`src/rtl/encoder42_q.sv`:
```
// Queued 4-to-2 priority encoder: sticky pending set of request lines, drained one
// 2-bit index per valid/ready transfer in HI_FIRST-selected priority order.

module encoder42_lane (
    input  logic req,
    input  logic pend,
    input  logic clr,
    output logic pend_nxt,
    output logic dup
);
    // A request on the edge its line is loaded re-enters pending rather than counting as a duplicate.
    assign pend_nxt = (pend & ~clr) | req;
    assign dup      = req & pend & ~clr;
endmodule

module encoder42_q #(
    parameter int HI_FIRST = 1
) (
    input  logic       clk,
    input  logic       rst,
    input  logic [3:0] req,
    output logic [1:0] y,
    output logic       valid,
    input  logic       ready,
    output logic [3:0] pending,
    output logic       ovf
);
    typedef enum logic {EMPTY = 1'b0, FULL = 1'b1} state_t;

    state_t     state, state_nxt;
    logic [1:0] y_nxt, sel;
    logic [3:0] clr, pend_nxt, dup;
    logic       load, any;

    assign any   = |pending;
    assign load  = (state == EMPTY) | ready;
    assign valid = (state == FULL);

    // Later loop iterations overwrite earlier ones, so the last set bit visited wins.
    always_comb begin
        sel = 2'd0;
        if (HI_FIRST != 0) begin
            for (int k = 0; k < 4; k++)
                if (pending[k]) sel = 2'(k);
        end else begin
            for (int k = 3; k >= 0; k--)
                if (pending[k]) sel = 2'(k);
        end
    end

    always_comb begin
        state_nxt = state;
        y_nxt     = y;
        clr       = 4'b0000;
        if (load) begin
            if (any) begin
                state_nxt = FULL;
                y_nxt     = sel;
                clr[sel]  = 1'b1;
            end else begin
                state_nxt = EMPTY;
            end
        end
    end

    for (genvar k = 0; k < 4; k++) begin : g_lane
        encoder42_lane u_lane (
            .req      (req[k]),
            .pend     (pending[k]),
            .clr      (clr[k]),
            .pend_nxt (pend_nxt[k]),
            .dup      (dup[k])
        );
    end

    always_ff @(posedge clk or posedge rst) begin
        if (rst) begin
            state   <= EMPTY;
            y       <= 2'b00;
            pending <= 4'b0000;
            ovf     <= 1'b0;
        end else begin
            state   <= state_nxt;
            y       <= y_nxt;
            pending <= pend_nxt;
            ovf     <= ovf | (|dup);
        end
    end
endmodule

```
`config.mk`:
```
export PLATFORM = sky130hd
export DESIGN_NAME = encoder42_q
export DESIGN_NICKNAME = d
export VERILOG_FILES = /design/src/rtl/encoder42_q.sv
export SDC_FILE = /design/constraint.sdc
export NUM_CORES = 1
export LEC_CHECK = 0
export BUFFER_PORTS_ARGS = -buffer_cell sky130_fd_sc_hd__buf_4
export CAP_MARGIN = 15
export CELL_PAD_IN_SITES_DETAIL_PLACEMENT = 0
export CELL_PAD_IN_SITES_GLOBAL_PLACEMENT = 1
export CORE_MARGIN = 1.5
export CORE_UTILIZATION = 30
export CTS_BUF_LIST = sky130_fd_sc_hd__clkbuf_4
export DETAILED_ROUTE_END_ITERATION = 6
export GPL_TIMING_DRIVEN = 1
export PLACE_DENSITY_LB_ADDON = 0.1
export RECOVER_POWER = 25
export SYNTH_ARGS = -nofsm -noshare
export SYNTH_HDL_FRONTEND = slang
export SYNTH_SLANG_ARGS = --single-unit
```
`constraint.sdc`:
```
create_clock -name clk -period 1.4 [get_ports clk]
set_input_delay 0.07 -clock clk [delete_from_list [all_inputs] [get_ports clk]]
set_output_delay 0.07 -clock clk [all_outputs]
set_load 0.005 [all_outputs]
```
## Word-level counts from Yosys, hierarchy flattened

Index checks and enable logic that the tools add are counted.

- Bits in registers: 8
- Bits of input ports: 7

- Multiplexer cells: 8
- Magnitude comparators: 2
- Bitwise operators: 23
- Reductions and logical operators: 4

Operators by type and width:

| cell | count |
|---|---|
| 1-bit AND | 12 |
| 4-bit 2-to-1 mux | 2 |
| 4-bit OR reduction | 2 |
| 1-bit bitwise OR | 6 |
| 1-bit inverter | 5 |
| 2-bit 2-to-1 mux | 2 |
| 2-bit by 3-bit less-than comparator with 1-bit output (second input constant) | 1 |
| 1-bit 2-to-1 mux | 3 |
| 1-bit demux with 2-bit select | 1 |
| 2-bit by 1-bit greater-or-equal comparator with 1-bit output (second input constant) | 1 |
| 2-bit AND reduction | 1 |
| 1-bit logical AND | 1 |

## Depth between registers and ports, before layout

Gate-level depths: netlist (run 1).

- Depth after elaboration: 13
- Depth in mapped cells: 4
- Mapped depth without buffers: 3

## Modules after synthesis

From an unflattened synthesis (run 1), not the netlist that was laid out.

- Cells, all modules: 39
- Area total of the unflattened synthesis: 380.4 um^2

Modules (own cells, without submodules):

| module | area an instance (um^2) | sequential area each (um^2) | times used | cells each |
|---|---|---|---|---|
| encoder42_q | 310.3 | 200.2 | 1 | 27 |
| encoder42_lane | 17.5 | 0.0 | 4 | 3 |

## Least setup slack after synthesis (run 1)

Ideal clock, no wire load.

- Path kind: reg2reg
- From: reg pending[3]
- To: reg ovf
- Buffers on the path: 0
- Setup slack: 0.244 ns
- Library setup time: 0.141 ns
- Arrival: 1.015 ns
- Cell stages (with the launch flop): 4
- Cells stage by stage: dfrtp_1 > or2_4 > o311ai_2 > o2111ai_1

- Cells in the longest elaborated chain, start to end: 11
- Elaborated cells between the ends (all ways): 20
- Classes of those cells: order compare: 2; mux: 5; bitwise: 10; reduce/logical: 3

RTL lines:

| item | RTL line | RTL |
|---|---|---|
| start, declared | 25 | `output logic [3:0] pending,` |
| start signal, assigned | 85 | `pending <= pend_nxt;` |
| 2-bit 2-to-1 mux | 44 | `if (pending[k]) sel = 2'(k);` |
| 2-bit by 3-bit less-than comparator with 1-bit output (not written as such) / 2-bit by 1-bit greater-or-equal comparator with 1-bit output (equally long branches) | 59 | `clr[sel] = 1'b1;` |
| 1-bit logical AND (not written as such) | 59 |  |
| 1-bit 2-to-1 mux (not written as such) | 59 |  |
| 1-bit demux with 2-bit select | 59 |  |
| 4-bit 2-to-1 mux | 56 | `if (any) begin` |
| 4-bit 2-to-1 mux | 55 | `if (load) begin` |
| 1-bit inverter | 13 | `assign dup = req & pend & ~clr;` |
| 1-bit AND | 13 |  |
| 4-bit OR reduction * | 86 | `ovf <= ovf \| (\|dup);` |
| 1-bit bitwise OR * | 86 |  |
| end signal, assigned | 86 |  |
| end, declared | 26 | `output logic ovf` |

Every way passes the cells marked *; elsewhere a longest branch is shown, timed or not.
A chain may end at the register's enable or synchronous reset.

## Worst setup path in the final report (run 1)

- From: reg pending[2]
- To: reg ovf

- Cells in the longest elaborated chain, start to end: 12
- Elaborated cells between the ends (all ways): 21
- Classes of those cells: order compare: 2; mux: 6; bitwise: 10; reduce/logical: 3

RTL lines:

| item | RTL line |
|---|---|
| 2-bit 2-to-1 mux (2 in series) | 44 |
| 2-bit by 3-bit less-than comparator with 1-bit output (not written as such) / 2-bit by 1-bit greater-or-equal comparator with 1-bit output (equally long branches) | 59 |
| 1-bit logical AND (not written as such) | 59 |
| 1-bit 2-to-1 mux (not written as such) | 59 |
| 1-bit demux with 2-bit select | 59 |
| 4-bit 2-to-1 mux | 56 |
| 4-bit 2-to-1 mux | 55 |
| 1-bit inverter | 13 |
| 1-bit AND | 13 |
| 4-bit OR reduction * | 86 |
| 1-bit bitwise OR * | 86 |

Marks and branches as above.

==> impl_results.md, run 1 <==
- First-pass GRT wire length: 1120 µm
- Adder-cell share of the synthesized area: 0
- Crit end category: flip-flop
- Combinational family with the most area after synthesis: compound AO/OA/AOI/OAI gates
- H-tree depth: 1
- Via count: 322
- CTS root buffer: clkbuf_4
- Max-slew violations: 0
- PD cells: 937 mW/mm²
- Initial antenna violation count: 0
- XOR/XNOR Fraction of Synth Area: 0
- Register bit total from synthesis: 8
- Clock-pin transition on the worst setup and hold timing paths: 50 ps
- Routed WL per cell: 10.4 µm
- Final min period: 1200 ps
- Via density per instance: 4.74
- Overall Global Routing Usage: 0.116
- VDD IR-drop max: 0.000501 V
- Worst Hold Class: input port to flip-flop
- Ant. Diodes: 0
- Final setup viols: 0
- CTS buffer count: 3
- RSZ-0062 raised after global routing: no
- Nets: 63
- Total Wirelength: 708 µm
- Pre-antenna DRT Iters: 2
- Final worst-path cycle share: 0.854
- Total Power: 0.493 mW
- Initial core utilization: 0.339
- Share of cells above drive strength 1: 0.407
- Post-CTS setup buffers: 0
- Worst Skew: 2.42 ps
- Mapped Cells: 39
- Syn Area/Cell: 10.0 µm²
- Synthesized area: 392 µm²
- Worst setup SP type: flip-flop
- Die X: 39.1 µm
- CP Data Required Time: 1520 ps
- Vias in the first global route: 278
- Pin count of the biggest net entering global routing: 13
- DP HPWL: 544 µm
- GPL Wtd Cong: 0.753
- Rel. slew slack: 0.714
- Peak Freq: 0.836 GHz
- Gates resized, CTS repair: 0
- Floorplan Core Area: 0.00116 mm²
- Drc violations: 0
- CTS tree: built
- Clock buffer depth: 2
- FILL cells: 113
- Share of the yosys chip area belonging to registers: 0.511
- Die Y: 39.1 µm
- Final setup TNS: 0 ps
- Cell Area, Placed: 484 µm²
- Hold-fix buffer count after cts: 2
- Pleak: 0.226 nW
- Area grow syn2layout: 34.5%
- Max cap viols: 0
- Synth Net Count: 46
- WS Path Type: flip-flop to flip-flop
- Status: finished clean
- Detailed Route Iter0 Violations: 4
- Least-Margin Pin Slew: 427 ps
- Total die area: 0.00153 mm²
- Final instance area: 527 µm²
- Post-synthesis mux area share: 0
- Port Buffers: 14
- Final core utilization: 0.456
- Critical Path AT: 1310 ps
- I/O Pins: 15
- Netlist cell types: 17
- Crit Path Max Fanout: 7
- Clock sink count: 8
- Final Hold Vio Count: 0
- GRT overflow: 0
- Synth Area in Simple Gates: 0.134
- # rows: 12
- Worst skew pair latency: 250 ps
- Final antenna-violating net count: 0
- Yosys Warn Count: 0
- Synth Area in Compound Gates: 0.230
critical path, stage by stage, from the launching register on:
cell and delay, ps:
dfrtp_1 430, or2_4 270, o311ai_2 220, o2111ai_1 140
stage by stage:
stage	instances	worst slack [ps]	hold slack (ps)
6_report	68	204	12.7
5_1_grt	68	103	15.6
4_1_cts	68	185	11.2
3_5_place_dp	63	180	42.7
3_3_place_gp	63	245	35.8
2_1_floorplan	39	244	-114
cell type report:
cell class	count	area (µm²)	share of cell area
Sequential cell	8	200	0.380
Multi-Input combinational cell	23	143	0.271
Timing Repair Buffer	17	133	0.252
Clock buffer	3	22.5	0.0428
Tap cell	14	17.5	0.0333
Inverter	3	11.3	0.0214
synthesized netlist by cell type:
cell	instances	share of area
a21o_2	1	0.022
a21oi_1	1	0.013
a31oi_1	1	0.016
buf_4	5	0.096
dfrtp_1	8	0.51
inv_1	3	0.029
nand2_1	2	0.019
nand2b_1	2	0.032
nor2_1	4	0.038
nor2b_2	1	0.022
o2111ai_1	1	0.022
o211ai_1	1	0.019
o21ai_0	3	0.038
o21ai_1	3	0.038
o311ai_2	1	0.042
o31ai_1	1	0.019
or2_4	1	0.022
sequential cells by signal (all words and copies together), names as in the netlist:
name,flops
ovf,1
pending,4
valid,1
y,2
power by group:
group          switching (mW)  leakage, nW  internal (mW)
Combinational          0.0295        0.134         0.0406
Sequential            0.00829       0.0780          0.242
Clock                  0.0754       0.0138         0.0979
Total                   0.113        0.226          0.380
metal layers:
layer  global-route usage  up-vias  part of all wire  routed length [µm]
met5                    0        -                 0                   0
met4                0.103        0            0.0099                   7
met3               0.0347        2             0.073                  52
met2                0.167       13              0.47                 334
met1                0.137      146              0.44                 313
li1                     -      161                 -                   -
cell usage in the layout (no fill, tap or decap):
cell | netlist | layout
o211ai_1 | 1 | 1
a31oi_1 | 1 | 1
a21o_2 | 1 | 1
clkbuf_4 | 0 | 4
o31ai_1 | 1 | 1
o311ai_2 | 1 | 1
nand2_1 | 2 | 2
o21ai_0 | 3 | 3
nand2b_1 | 2 | 2
inv_1 | 3 | 3
o21ai_1 | 3 | 3
buf_4 | 5 | 14
nor2b_2 | 1 | 1
a21oi_1 | 1 | 1
nor2_1 | 4 | 4
dlygate4sd3_1 | 0 | 2
or2_4 | 1 | 1
o2111ai_1 | 1 | 1
dfrtp_1 | 8 | 8
cell families (layout without fill, tap and decap cells):
| group | Yosys count | in the layout |
|---|---|---|
| AOI/OAI and AO/OA | 13 | 13 |
| buffers and inverters | 8 | 23 |
| DFF | 8 | 8 |
| and+or+nand+nor | 10 | 10 |
worst paths after layout:
check                                           from              endpoint  slack [ps]  cells after the start
worst max-delay path            pending[2]$_DFF_PP0_         ovf$_DFF_PP0_         200                      3
worst min-delay path                          req[1]  pending[1]$_DFF_PP0_          10                      3
worst max register to register  pending[2]$_DFF_PP0_         ovf$_DFF_PP0_         200                      3
worst min register to register      y[1]$_DFFE_PP0P_      y[1]$_DFFE_PP0P_         490                      2
max in group asynchronous                        rst  pending[2]$_DFF_PP0_         850                      3
min in group asynchronous                        rst     valid$_DFFE_PP0P_         320                      3
Power figures use the tool's default switching activity.
==> run 2: changes to the inputs <==
--- a/config.mk
+++ b/config.mk
@@ -16,6 +16,7 @@
 export GPL_TIMING_DRIVEN = 1
 export PLACE_DENSITY_LB_ADDON = 0.1
 export RECOVER_POWER = 25
+export REMOVE_ABC_BUFFERS = 1
 export SYNTH_ARGS = -nofsm -noshare
 export SYNTH_HDL_FRONTEND = slang
 export SYNTH_SLANG_ARGS = --single-unit
==> impl_results.md, run 2 (synthesis gave the netlist of run 1 again) <==
- Final setup TNS: 0 ps
- Worst Skew: 9.61 ps
- Max FFs per register: 4
- Gr busiest metal: met2
- CP Data Required Time: 1510 ps
- Top reg by flops: pending
- First-pass GRT wire length: 1210 µm
- Status: finished clean
- Least-Margin Pin Slew: 448 ps
- Initial antenna violation count: 0
- Worst skew pair latency: 250 ps
- Total Wirelength: 782 µm
- Pre-antenna DRT Iters: 4
- DP HPWL: 604 µm
- Die X: 39.1 µm
- Total die area: 0.00153 mm²
- Die Y: 39.1 µm
- Overall Global Routing Usage: 0.124
- Drc violations: 0
- Max-slew violations: 0
- Port Buffers: 14
- Rel. slew slack: 0.700
- Final Hold Vio Count: 0
- Placement Setup Slack: 207 ps
- Grt met2 use: 0.171
- Clock buffer depth: 2
- GR met1 Demand/Resource: 0.167
- Max cap viols: 0
- CTS buffer count: 3
- Final min period: 1190 ps
- Crit end category: flip-flop
- Worst setup SP type: flip-flop
- VDD IR-drop max: 0.000500 V
- Critical Path AT: 1300 ps
- Pleak: 0.221 nW
- Post-CTS setup buffers: 0
- Final setup viols: 0
- I/O Pins: 15
- Largest regs: pending: 4 flops, y: 2 flops
- Via density per instance: 4.99
- Ant. Diodes: 0
- GRT overflow: 0
- GPL Wtd Cong: 0.774
- Hold-fix buffer count after cts: 1
- H-tree depth: 1
- Routed WL per cell: 11.7 µm
- Via count: 334
- PD cells: 947 mW/mm²
- Final instance area: 517 µm²
- Final worst-path cycle share: 0.853
- Fin cells: 67
- Share of cells above drive strength 1: 0.415
- Clock-pin transition on the worst setup and hold timing paths: 60 ps
- Peak Freq: 0.837 GHz
- Most frequent cells in the layout: 14 x buf_4, 8 x dfrtp_1, 4 x nor2_1, 4 x clkbuf_4
- Placed cells: 63
- Cell Area, Placed: 484 µm²
- Initial core utilization: 0.339
- CTS tree: built
- Commonest non-fill, non-tap cell in the layout: buf_4
- WS Path Type: flip-flop to flip-flop
- Floorplan Core Area: 0.00116 mm²
- RSZ-0062 raised after global routing: no
- Detailed Route Iter0 Violations: 3
- Crit Path Max Fanout: 7
- Worst Hold Class: input port to flip-flop
- Pin count of the biggest net entering global routing: 13
- Grt met3 use: 0.0347
- Nets: 62
- Area grow syn2layout: 31.9%
- Final antenna-violating net count: 0
- Gates resized, CTS repair: 0
- CTS root buffer: clkbuf_4
- # rows: 12
- Clock sink count: 8
- Vias in the first global route: 292
- Final setup margin: 206 ps
[run 2: changes by cell type in the layout (fill, tap and decap cells not counted)]
cell / before / now
dlygate4sd3_1: 2 / 1
[run 2: area by class of cell]
type / count / area, µm²
clock buffers: 3 / 22.5
fillers: 116 / 639
inverters: 3 / 11.3
multi-input cells: 23 / 143
flip-flops and latches: 8 / 200
well taps: 14 / 17.5
repair buffers: 16 / 123
[run 2: report_power, final]
group          internal (mW)  switching (mW)
Clock                 0.0977          0.0725
Sequential             0.242         0.00854
Combinational         0.0389          0.0303
Total                  0.378           0.111
[run 2: stage by stage]
stage                     hold WS [ps]   util  power [mW]
after floorplan                   -114      -       0.282
after global placement            38.2  0.419       0.321
after detailed placement          46.6  0.419       0.322
after CTS                         18.2  0.447       0.496
after global routing              21.7  0.447       0.514
final                             21.9  0.447       0.490
[run 2: critical path, stage by stage (launching register included)]
cell and delay (ps):
dfrtp_1 430, or2_4 270, o311ai_2 210, o2111ai_1 130
[run 2: worst paths after layout]
check | from | to | slack (ps) | cells after the start
setup / recovery | pending[2]$_DFF_PP0_ | ovf$_DFF_PP0_ | 210 | 3
hold / removal | req[2] | pending[2]$_DFF_PP0_ | 20 | 2
setup reg to reg | pending[2]$_DFF_PP0_ | ovf$_DFF_PP0_ | 210 | 3
hold reg to reg | ovf$_DFF_PP0_ | ovf$_DFF_PP0_ | 500 | 2
max in group asynchronous | rst | pending[3]$_DFF_PP0_ | 840 | 3
min in group asynchronous | rst | y[1]$_DFFE_PP0P_ | 320 | 3
[run 2: per-layer routing]
metal  wire [µm]  vias up  part of all wire
li1            -      162                 -
met1         380      151              0.49
met2         332       19              0.42
met3          61        2             0.078
met4           8        0             0.010
met5           0        -                 0
